File: src/rtl/aes_word_io.sv
// Word-serial wrapper around an AES-128 core: gathers key and plaintext as 32-bit words,
// runs the core under a timeout watchdog, then streams the ciphertext back out as words.
module aes_word_io #(
  parameter int unsigned TIMEOUT_CYCLES = 64
) (
  input  logic         clk_i,
  input  logic         rst_ni,
  input  logic         in_valid_i,
  output logic         in_ready_o,
  input  logic [31:0]  in_word_i,
  output logic         core_rst_no,
  output logic [127:0] core_key_o,
  output logic [127:0] core_plaintext_o,
  input  logic         core_finish_i,
  input  logic [127:0] core_text_i,
  output logic         out_valid_o,
  input  logic         out_ready_i,
  output logic [31:0]  out_word_o,
  output logic         busy_o,
  output logic         err_o
);

  typedef enum logic [1:0] {S_LOAD, S_RUN, S_DRAIN} state_t;

  state_t         state_q, state_d;
  logic [2:0]     wc_q, wc_d;
  logic [1:0]     oc_q, oc_d;
  logic [15:0]    cc_q, cc_d;
  logic           err_q, err_d;
  logic [127:0]   key_q, pt_q, buf_q;
  logic           buf_we;
  logic           in_fire, out_fire, timeout;
  logic [3:0]     key_we, pt_we;

  assign in_fire  = (state_q == S_LOAD) && in_valid_i;
  assign out_fire = (state_q == S_DRAIN) && out_ready_i;
  assign timeout  = (cc_q == 16'(TIMEOUT_CYCLES - 1));

  // Word counter 0-3 addresses key lanes, 4-7 plaintext lanes, MS word first.
  genvar gi;
  generate
    for (gi = 0; gi < 4; gi++) begin : g_lane_we
      assign key_we[gi] = in_fire && (wc_q == 3'(gi));
      assign pt_we[gi]  = in_fire && (wc_q == 3'(gi + 4));
    end
  endgenerate

  always_comb begin
    state_d = state_q;
    wc_d    = wc_q;
    oc_d    = oc_q;
    cc_d    = cc_q;
    err_d   = err_q;
    buf_we  = 1'b0;
    case (state_q)
      S_LOAD: begin
        cc_d = '0;
        if (in_fire) begin
          wc_d = wc_q + 3'd1;
          if (wc_q == 3'd7) state_d = S_RUN;
        end
      end
      S_RUN: begin
        cc_d = cc_q + 16'd1;
        // A finish arriving on the timeout cycle still counts as success.
        if (core_finish_i) begin
          buf_we  = 1'b1;
          state_d = S_DRAIN;
        end else if (timeout) begin
          err_d   = 1'b1;
          wc_d    = '0;
          state_d = S_LOAD;
        end
      end
      S_DRAIN: begin
        cc_d = '0;
        if (out_fire) begin
          oc_d = oc_q + 2'd1;
          if (oc_q == 2'd3) state_d = S_LOAD;
        end
      end
      default: state_d = S_LOAD;
    endcase
  end

  always_ff @(posedge clk_i) begin
    if (!rst_ni) begin
      state_q <= S_LOAD;
      wc_q    <= '0;
      oc_q    <= '0;
      cc_q    <= '0;
      err_q   <= 1'b0;
      key_q   <= '0;
      pt_q    <= '0;
      buf_q   <= '0;
    end else begin
      state_q <= state_d;
      wc_q    <= wc_d;
      oc_q    <= oc_d;
      cc_q    <= cc_d;
      err_q   <= err_d;
      for (int i = 0; i < 4; i++) begin
        if (key_we[i]) key_q[127-32*i -: 32] <= in_word_i;
        if (pt_we[i])  pt_q[127-32*i -: 32]  <= in_word_i;
      end
      if (buf_we) buf_q <= core_text_i;
    end
  end

  always_comb begin
    case (oc_q)
      2'd0:    out_word_o = buf_q[127:96];
      2'd1:    out_word_o = buf_q[95:64];
      2'd2:    out_word_o = buf_q[63:32];
      default: out_word_o = buf_q[31:0];
    endcase
  end

  assign in_ready_o       = (state_q == S_LOAD);
  assign core_rst_no      = (state_q == S_RUN);
  assign out_valid_o      = (state_q == S_DRAIN);
  assign busy_o           = (state_q == S_RUN) || (state_q == S_DRAIN);
  assign err_o            = err_q;
  assign core_key_o       = key_q;
  assign core_plaintext_o = pt_q;

endmodule

File: config.mk
export PLATFORM = sky130hd
export DESIGN_NAME = aes_word_io
export DESIGN_NICKNAME = d
export VERILOG_FILES = /design/src/rtl/aes_word_io.sv
export SDC_FILE = /design/constraint.sdc
export NUM_CORES = 1
export LEC_CHECK = 0
export CORE_ASPECT_RATIO = 2
export CORE_MARGIN = 2
export CORE_UTILIZATION = 34
export DETAILED_ROUTE_END_ITERATION = 12
export PLACE_DENSITY = 0.65
export SYNTH_ARGS = -nofsm -noshare
export SYNTH_HDL_FRONTEND = slang
export SYNTH_SLANG_ARGS = --single-unit
File: constraint.sdc
create_clock -name clk_i -period 1.75 [get_ports clk_i]
set_input_delay 0.2625 -clock clk_i [delete_from_list [all_inputs] [get_ports clk_i]]
set_output_delay 0.2625 -clock clk_i [all_outputs]
set_load 0.02 [all_outputs]
==> results of run 1 <==
cell families after synthesis:
group                    count (synthesis)  share of synthesized area, %
AO/OA/AOI/OAI                          440                          15.6
XOR/XNOR                                10                         0.571
adder cells (fa/ha/maj)                 15                          1.22
buffers and inverters                  211                          5.43
flip-flops                             408                          53.3
multiplexers                            34                          2.22
AND/OR/NAND/NOR                        853                          21.7
stage by stage:
stage                     cells  utilization, %  total power [mW]
after floorplan            1971               -              11.3
after global placement     2929            47.9              12.9
after detailed placement   2929            47.9              12.9
after CTS                  2998            49.8              20.8
after global routing       3010            50.2              21.3
final                      3010            50.2              20.6
cells in the final DEF, fill, tap and decap left out, drive strengths merged, types with 2 or more instances in the layout:
cell / netlist / routed
a21oi: 392 / 392
a222oi: 32 / 32
and3: 2 / 2
buf: 4 / 160
clkbuf: 166 / 53
clkdlybuf4s50: 0 / 164
clkinv: 0 / 9
dfxtp: 408 / 408
diode: 0 / 3
dlygate4sd2: 0 / 246
dlymetal6s2s: 0 / 11
ha: 15 / 15
inv: 41 / 42
mux2i: 34 / 34
nand2: 785 / 785
nand2b: 4 / 4
nand3: 14 / 14
nand4: 6 / 6
nor2: 20 / 20
nor2b: 2 / 2
nor3b: 2 / 2
nor4: 4 / 4
o21a: 3 / 3
o21ai: 6 / 6
o22ai: 2 / 2
o31ai: 2 / 2
or3: 5 / 5
or4: 3 / 3
xnor2: 6 / 6
xor2: 4 / 4
power breakdown:
part	leakage (nW)	internal (mW)	switching, mW
registers	3.30	9.61	0.184
clock network	0.574	4.41	3.65
logic	5.20	1.14	1.60
worst register-to-register path, cell delays in order, from the launching register on:
cell	delay [ns]
dfxtp_4	0.36
buf_4	0.15
ha_4	0.16
buf_12	0.15
buf_4	0.15
nand2_4	0.08
a22o_1	0.19
buf_4	0.13
mux2i_1	0.16
a21oi_1	0.08
metal layers:
layer,up-vias,share of wire (%)
met1,6889,41
met5,-,0.080
li1,7332,-
met2,588,46
met4,6,3.8
met3,111,9.7
path summary, 6_finish.rpt:
| kind | end | slack, ns | cells past startpoint |
|---|---|---|---|
| max | out_word_o[26] | -0.57 | 7 |
| min | buf_q[10] | 0.26 | 3 |
| max reg2reg | state_q[1] | 0.05 | 9 |
| min reg2reg | core_plaintext_o[26] | 0.45 | 2 |
flip-flops by register name, summed over array words and instances, names as in the netlist:
signal / cells
core_plaintext_o: 128
wc_q: 3
state_q: 2
oc_q: 2
buf_q: 128
core_key_o: 128
err_o: 1
cc_q: 16
what timing repair did:
| action | CTS | global route |
|---|---|---|
| gates resized for setup | 418 | 29 |
| endpoints found under the setup margin | 283 | 50 |
| gates cloned | 3 | 2 |
| buffers inserted | 2 | 8 |
| pin swaps | 30 | 12 |
area by class of cell:
class	count	share of cell area, %
diodes	3	0.0334
multi-input cells	1352	28.9
repair buffers	582	25.7
well taps	560	3.12
inverters	41	0.741
flip-flops and latches	408	36.4
clock buffers	52	4.74
clock inverters	12	0.407
==> flow_summary.json, run 1 <==
{
  "status": "complete, but fails checks",
  "violations": "negative setup slack",
  "dr.pass1.iters": 8,
  "cp_cell_sequence": "inv_4 > ha_4 > buf_12 > buf_12 > a222oi_1 > mux2i_1 > buf_2",
  "multi_input_area_um2": 6490,
  "worst_path_most_repeated_cell": "buf_12",
  "cp-end-kind": "output port",
  "wire_per_inst_um": 18.7,
  "crit_path_max_incr_delay_ns": 0.37,
  "routed_wl_mm": 56.2,
  "drive_above_1_share_pct": 10.2,
  "synth_flop_cell": "dfxtp_1",
  "syn_inst": 1971,
  "die_width_um": 154,
  "crit_slowest_cell": "dfxtp_4",
  "hold_path.class": "in2reg",
  "row_count": 110,
  "cts_hold_buf": 0,
  "cts_tree": "yes",
  "power_density_nw_per_um2": 916,
  "drtAntennaViolNets": 0,
  "setup_viol": 32,
  "critPathArrivalTime_ns": 2.06,
  "holdWs_ns": 0.265,
  "critPathBufInv": 4,
  "syn_avg_cell_area_um2": 7.78,
  "finalCritPeriodShare_pct": 133,
  "min_from": "core_text_i[10]",
  "cp.required_ns": 1.49,
  "first_iter_violations": 1016,
  "seq_area_frac_synth_pct": 53.3,
  "cts_sinks": 408,
  "use_met1_pct": 28.0,
  "grt_max_degree": 75,
  "use_met2_pct": 37.4,
  "num-fill-cells": 4363,
  "via_per_inst": 4.96,
  "use_met3_pct": 8.05,
  "regArea_um2": 8180,
  "fin_nets": 2603,
  "critPathMaxFanout": 9,
  "grt_overflow_total": 0,
  "finalHoldViolations": 0,
  "grt_pass1_vias": 14400,
  "via_count": 14900,
  "drc_errors": 0,
  "r2r-start": "oc_q[1]",
  "cp-start-kind": "register",
  "worst_pin_slew_ns": 0.520,
  "period_minus_slack_ns": 2.32,
  "rsz0062_at_grt": "yes",
  "yosysMostFrequentCell": "nand2_1",
  "drv_slew": 0,
  "yosysTopAreaCell": "dfxtp_1",
  "io_buffer_count": 457,
  "ir_drop_v": 0.000729,
  "synth_edf_count": 0,
  "die_area_um2": 46900,
  "synth_warnings": 0,
  "place_ws_ns": -0.447,
  "synth_cell_types": 39,
  "crit_type": "reg2out",
  "cap_violations": 0,
  "clk_latency_ns": 0.54,
  "critPathTopFamily": "buffers and inverters",
  "synthTopCellsByCount": "785 x nand2_1, 408 x dfxtp_1, 392 x a21oi_1, 134 x clkbuf_1, 40 x inv_1",
  "p_leak_nw": 9.07,
  "clockBufferDepth": 3,
  "syn_to_final_growth_pct": 46.6,
  "die_h_um": 304,
  "clk_pin_slew_ns": 0.07,
  "fin_ws_ns": -0.572,
  "placed_area_um2": 21400,
  "synth_top_area_share_pct": 53.3,
  "routabilityCongestion": 0.871,
  "clockRootBuffer": "clkbuf_16",
  "grtUsageTotal_pct": 23.1,
  "finClkSkew_ns": 0.0145,
  "numCtsBuffers": 38,
  "slew_headroom_pct": 65.2,
  "ios": 458,
  "antenna_found_initial": 6,
  "start_util_pct": 34.3,
  "hpwlAfterDp_mm": 39.1,
  "final_area_um2": 22500,
  "htree_levels": 2,
  "core_area_um2": 44700,
  "tns_ns": -15.35,
  "syn-cell-area_um2": 15300,
  "syn_nets": 2151,
  "grt.busiest_layer": "met2",
  "fmax_ghz": 0.431,
  "ys_seq_elements": 408,
  "async_flop_share_pct": 0,
  "crit_start": "oc_q[1]",
  "synth_area_leaders": "dfxtp_1 53%, nand2_1 19%, a21oi_1 13%",
  "grt_pass1_wl_mm": 84.8
}
(Power assumes the default switching activity.)
==> run 2: changes to the inputs <==
- GPL_TIMING_DRIVEN: unset -> 0
==> run 2 against run 1 <==
Against the previous run: the flow still finishes with violations (negative setup slack); global-route usage up 2.3 points; die area unchanged; sequential power barely moved; worst hold slack worse by 0.18 ns; combinational power shrank 1%; sequential share of layout area grew 0.66 points; largest cell class unchanged; largest power group unchanged.
==> flow_summary.json, run 2 (synthesis results as in run 1) <==
{
  "status": "complete, but fails checks",
  "violations": "negative setup slack",
  "final_cell_mix": "782 x nand2_1, 397 x dfxtp_1, 387 x a21oi_1, 256 x dlygate4sd2_1, 131 x clkdlybuf4s50_1",
  "cp.required_ns": 1.49,
  "finalHoldViolations": 0,
  "wire_per_inst_um": 20.3,
  "via_count": 15500,
  "hold_path.class": "in2reg",
  "stdcell_count": 3051,
  "grt_pass1_wl_mm": 91.2,
  "finalCritPeriodShare_pct": 142,
  "grtUsageTotal_pct": 25.4,
  "ir_drop_v": 0.000813,
  "grt_max_degree": 16,
  "fin_ws_ns": -0.734,
  "power_density_nw_per_um2": 959,
  "crit_type": "reg2out",
  "routabilityCongestion": 0.865,
  "clockRootBuffer": "clkbuf_16",
  "antenna_found_initial": 5,
  "core_area_um2": 44700,
  "regArea_um2": 8190,
  "clockBufferDepth": 3,
  "cp-start-kind": "register",
  "drtAntennaViolNets": 0,
  "dp_cells": 2955,
  "die_width_um": 154,
  "die_h_um": 304,
  "grt_overflow_total": 0,
  "pwr-share-seq_pct": 46.2,
  "place_ws_ns": -1.28,
  "finClkSkew_ns": 0.0135,
  "cts_sinks": 408,
  "r2r-end": "cc_q[15]",
  "rsz0062_at_grt": "yes",
  "htree_levels": 2,
  "drv_slew": 0,
  "clk_latency_ns": 0.55,
  "clockPowerShare_pct": 41.0,
  "io_buffer_count": 424,
  "cts_tree": "yes",
  "clk_pin_slew_ns": 0.07,
  "grt_pass1_vias": 15000,
  "critPathMaxFanout": 5,
  "num-fill-cells": 4422,
  "fin_nets": 2638,
  "cp-end-kind": "output port",
  "r2r_slack_ns": 0.04,
  "first_iter_violations": 905,
  "syn_to_final_growth_pct": 44.2,
  "r2r-start": "state_q[1]",
  "p_leak_nw": 8.84,
  "comb_power_share_pct": 12.7,
  "layout_commonest_cell": "nand2_1",
  "via_per_inst": 5.07,
  "slew_headroom_pct": 42.5,
  "routed_wl_mm": 62.1,
  "cts_hold_buf": 0,
  "cap_violations": 0,
  "critPathArrivalTime_ns": 2.22,
  "swShare_pct": 27.0,
  "worst_pin_slew_ns": 0.863,
  "numCtsBuffers": 39,
  "start_util_pct": 34.3,
  "dr.pass1.iters": 7,
  "die_area_um2": 46900,
  "setup_viol": 32,
  "ios": 458,
  "ff2ff_path_depth": 5,
  "crit_end": "out_word_o[4]",
  "drc_errors": 0,
  "p_sw_mw": 5.72,
  "fmax_ghz": 0.403,
  "intPower_mw": 15.5,
  "crit_start": "oc_q[0]",
  "period_minus_slack_ns": 2.48,
  "multi_input_area_um2": 6620,
  "drive_above_1_share_pct": 12.5,
  "hpwlAfterDp_mm": 45.1,
  "p_total_mw": 21.2,
  "row_count": 110
}
[run 2: cell count changes in the layout (fill, tap and decap cells not counted), sizes merged]
cell           change
clkbuf           +149
buf               -73
clkdlybuf4s50     -33
dlygate4sd2       +10
dlymetal6s2s      -10
clkinv             -2
[run 2: cell type report]
| class | instances | area share (%) |
|---|---|---|
| Buffer | 163 | 4.90 |
| Antenna cell | 3 | 0.0340 |
| Timing Repair Buffer | 453 | 18.3 |
| Inverter | 41 | 0.742 |
| Multi-Input combinational cell | 1352 | 30.0 |
| Sequential cell | 408 | 37.1 |
| Clock inverter | 10 | 0.470 |
| Tap cell | 560 | 3.17 |
| Clock buffer | 61 | 5.38 |
[run 2: power groups by stage]
stage | registers [mW] | clock network [mW] | logic (mW)
after floorplan | 10.2 | 0 | 1.09
after global placement | 9.99 | 0 | 2.63
after detailed placement | 10.0 | 0 | 2.65
after CTS | 9.79 | 8.86 | 2.61
after global routing | 9.83 | 9.14 | 2.90
final | 9.80 | 8.69 | 2.70
[run 2: critical path: stages (launching register included)]
cell	delay, ns
dfxtp_4	0.36
inv_4	0.05
ha_4	0.19
clkbuf_16	0.15
a222oi_1	0.56
mux2i_1	0.17
buf_4	0.20
[run 2: per-layer routing]
metal  global-route usage, %  vias to the layer above  routed length (µm)
li1                        -                     7418                   -
met1                    31.6                     7298               25600
met2                    41.8                      633               28900
met3                    7.46                      110                5450
met4                    9.04                        4                2050
met5                       0                        -                  25
[run 2: worst min path at each step]
stage                                    start                   end  slack (ns)  cells after the start
after detailed placement  core_plaintext_o[11]  core_plaintext_o[11]        0.45                      2
after global placement         core_key_o[115]       core_key_o[115]        0.44                      2
after global routing             in_word_i[23]       core_key_o[119]        0.09                      3
final                            in_word_i[20]        core_key_o[20]        0.08                      3
after floorplan                 core_text_i[0]              buf_q[0]        0.40                      2
after CTS                        in_word_i[23]        core_key_o[23]        0.07                      3
[run 2: per-stage QoR]
stage	hold WS [ns]	setup TNS [ns]	util [%]	area [µm²]
6_report	0.0816	-17.88	49.4	22100
5_1_grt	0.0923	-20.06	49.4	22100
4_1_cts	0.0679	-18.26	48.7	21800
3_5_place_dp	0.445	-312.10	45.4	20300
3_3_place_gp	0.440	-298.02	45.4	20300
2_1_floorplan	0.398	-3.39	-	15300
[run 2: timing repair]
item	4_1_cts	5_1_grt
resized for setup	590	131
setup buffers	18	11
gates cloned	0	0
pin swaps	34	16
setup endpoints to repair	692	387
==> run 3: changes to the inputs <==
- CORE_UTILIZATION: 34 -> 40
- PLACE_DENSITY: 0.65 -> 0.72
- clock period: 1.75 -> 3.09 ns (I/O delays scaled with it)
==> run 3 against run 2 <==
Against the previous run: the run now ends clean; sequential share of layout area up 1.2 points; clock power down 49%; highest routed layer is now met4; die area down 15%; worst setup slack better by 0.87 ns; first-iteration DRC count down 15%; largest cell class unchanged; clock-buffer cell count down 9.
==> flow_summary.json, run 3 (synthesis results as in run 1) <==
{
  "syn_to_final_growth_pct": 39.2,
  "r2r-end": "buf_q[30]",
  "p_leak_nw": 7.34,
  "setup_viol": 0,
  "worst_pin_slew_ns": 1.15,
  "min_from": "in_word_i[14]",
  "ir_drop_v": 0.000396,
  "critPathArrivalTime_ns": 2.50,
  "fin_ws_ns": 0.131,
  "cts_setup_buffers": 0,
  "clk_latency_ns": 0.54,
  "fin_nets": 2612,
  "r2r_slack_ns": 0.30,
  "status": "completed",
  "row_count": 101,
  "min_to": "core_key_o[46]",
  "finalCritPeriodShare_pct": 95.7,
  "ios": 458,
  "hpwlAfterDp_mm": 46.7,
  "r2r-start": "state_q[1]",
  "hold_path.class": "in2reg",
  "cap_violations": 0,
  "grt_pass1_wl_mm": 85.5,
  "grt_overflow_total": 0,
  "cp_cell_sequence": "inv_1 > ha_1 > buf_4 > a222oi_1 > mux2i_1 > dlygate4sd2_1",
  "htree_levels": 2,
  "grt_pass1_vias": 15000,
  "crit_type": "reg2out",
  "dr.pass1.iters": 6,
  "place_ws_ns": -0.0410,
  "start_util_pct": 40.4,
  "clockBufferDepth": 3,
  "wire_per_inst_um": 20.3,
  "cp-start-kind": "register",
  "numCtsBuffers": 36,
  "crit_slowest_cell": "a222oi_1",
  "critPathMaxFanout": 10,
  "power_density_nw_per_um2": 536,
  "rsz0062_at_grt": "no",
  "grt_max_degree": 16,
  "via_count": 15400,
  "routabilityCongestion": 0.907,
  "dp_cells": 2858,
  "ff2ff_path_depth": 8,
  "stdcell_count": 2920,
  "cts_hold_buf": 0,
  "die_h_um": 281,
  "io_buffer_count": 424,
  "first_iter_violations": 771,
  "slew_headroom_pct": 23.2,
  "cts_tree": "yes",
  "period_minus_slack_ns": 2.96,
  "drtAntennaViolNets": 0,
  "finalHoldViolations": 0,
  "drv_slew": 0,
  "num-fill-cells": 3534,
  "via_per_inst": 5.27,
  "cp-end-kind": "output port",
  "core_area_um2": 37900,
  "clk_pin_slew_ns": 0.07,
  "drive_above_1_share_pct": 3.95,
  "hold-path-cell-count": 3,
  "antenna_found_initial": 2,
  "die_area_um2": 40000,
  "grtUsageTotal_pct": 28.3,
  "cts_sinks": 408,
  "routed_wl_mm": 59.1,
  "drc_errors": 0,
  "crit_path_max_incr_delay_ns": 0.49,
  "clockRootBuffer": "clkbuf_16",
  "die_width_um": 142,
  "cp.required_ns": 2.63,
  "layout_commonest_cell": "nand2_1",
  "fmax_ghz": 0.338,
  "finClkSkew_ns": 0.0128,
  "final_cell_mix": "785 x nand2_1, 408 x dfxtp_1, 394 x clkdlybuf4s50_1, 392 x a21oi_1, 134 x clkbuf_1"
}
==> run 3: cell types whose count changed in the layout (fill, tap and decap cells not counted), sizes merged <==
| cell | before | now |
|---|---|---|
| buf | 87 | 5 |
| clkinvlp | 1 | 0 |
| clkbuf | 202 | 216 |
| inv | 42 | 43 |
| dlygate4sd2 | 256 | 12 |
| clkinv | 7 | 6 |
| dlymetal6s2s | 1 | 18 |
| diode | 3 | 2 |
| clkdlybuf4s50 | 131 | 394 |
==> run 3: power breakdown <==
group          switching, mW  internal (mW)
Combinational          0.905          0.572
Clock                   2.02           2.37
Sequential             0.117           5.44
==> run 3: layout make-up <==
class                      instances  area (µm²)  area share [%]
clock buffer                      52        1010            4.74
timing repair buffer             424        4270            20.0
inverter                          41         154           0.721
clock inverter                     9        81.3           0.381
antenna                            2        5.00          0.0235
tap                              463         579            2.72
buffer                           169         731            3.43
multi-input combinational       1352        6330            29.7
sequential                       408        8170            38.3
==> run 3: worst max path at each step <==
stage | from | endpoint | slack, ns
final | oc_q[0] | out_word_o[26] | 0.13
after global routing | oc_q[0] | out_word_o[23] | 0.001
after global placement | oc_q[1] | out_word_o[24] | -0.02
after floorplan | oc_q[1] | out_word_o[0] | 0.97
after detailed placement | oc_q[1] | out_word_o[24] | -0.04
after CTS | oc_q[1] | out_word_o[31] | -0.01
==> run 3: repair_timing <==
action                     4_1_cts  5_1_grt
setup endpoints to repair       31       21
pin swaps                        3        1
gates resized for setup         39       21
==> run 3: worst max-delay path, delay by kind of cell (launching register included) <==
| family | cells | cell delay [ns] |
|---|---|---|
| buffers and inverters | 3 | 0.68 |
| AO/OA/AOI/OAI | 1 | 0.49 |
| flip-flops | 1 | 0.38 |
| adder cells (fa/ha/maj) | 1 | 0.28 |
| multiplexers | 1 | 0.14 |
==> run 3: per-layer routing <==
metal  share of wire [%]  global-route usage, %  up-vias  wire length [µm]
li1                    -                      -     7341                 -
met1                  32                   26.0     7099             19100
met2                  53                   53.4      712             31100
met3                 5.8                   3.99      234              3400
met4                 9.5                   24.2        0              5600
met5                   0                      0        -                 0
==> run 3: per-stage QoR <==
stage | power, mW | setup TNS [ns] | instance area [µm²] | hold WS, ns | util, %
final | 11.4 | 0 | 21300 | 0.274 | 56.3
after global routing | 11.8 | 0 | 21300 | 0.276 | 56.3
after CTS | 11.5 | -0.0111 | 21300 | 0.248 | 56.1
after detailed placement | 7.16 | -0.0816 | 20200 | 0.446 | 53.2
after global placement | 7.13 | -0.0242 | 20200 | 0.442 | 53.2
after floorplan | 6.39 | 0 | 15300 | 0.436 | -
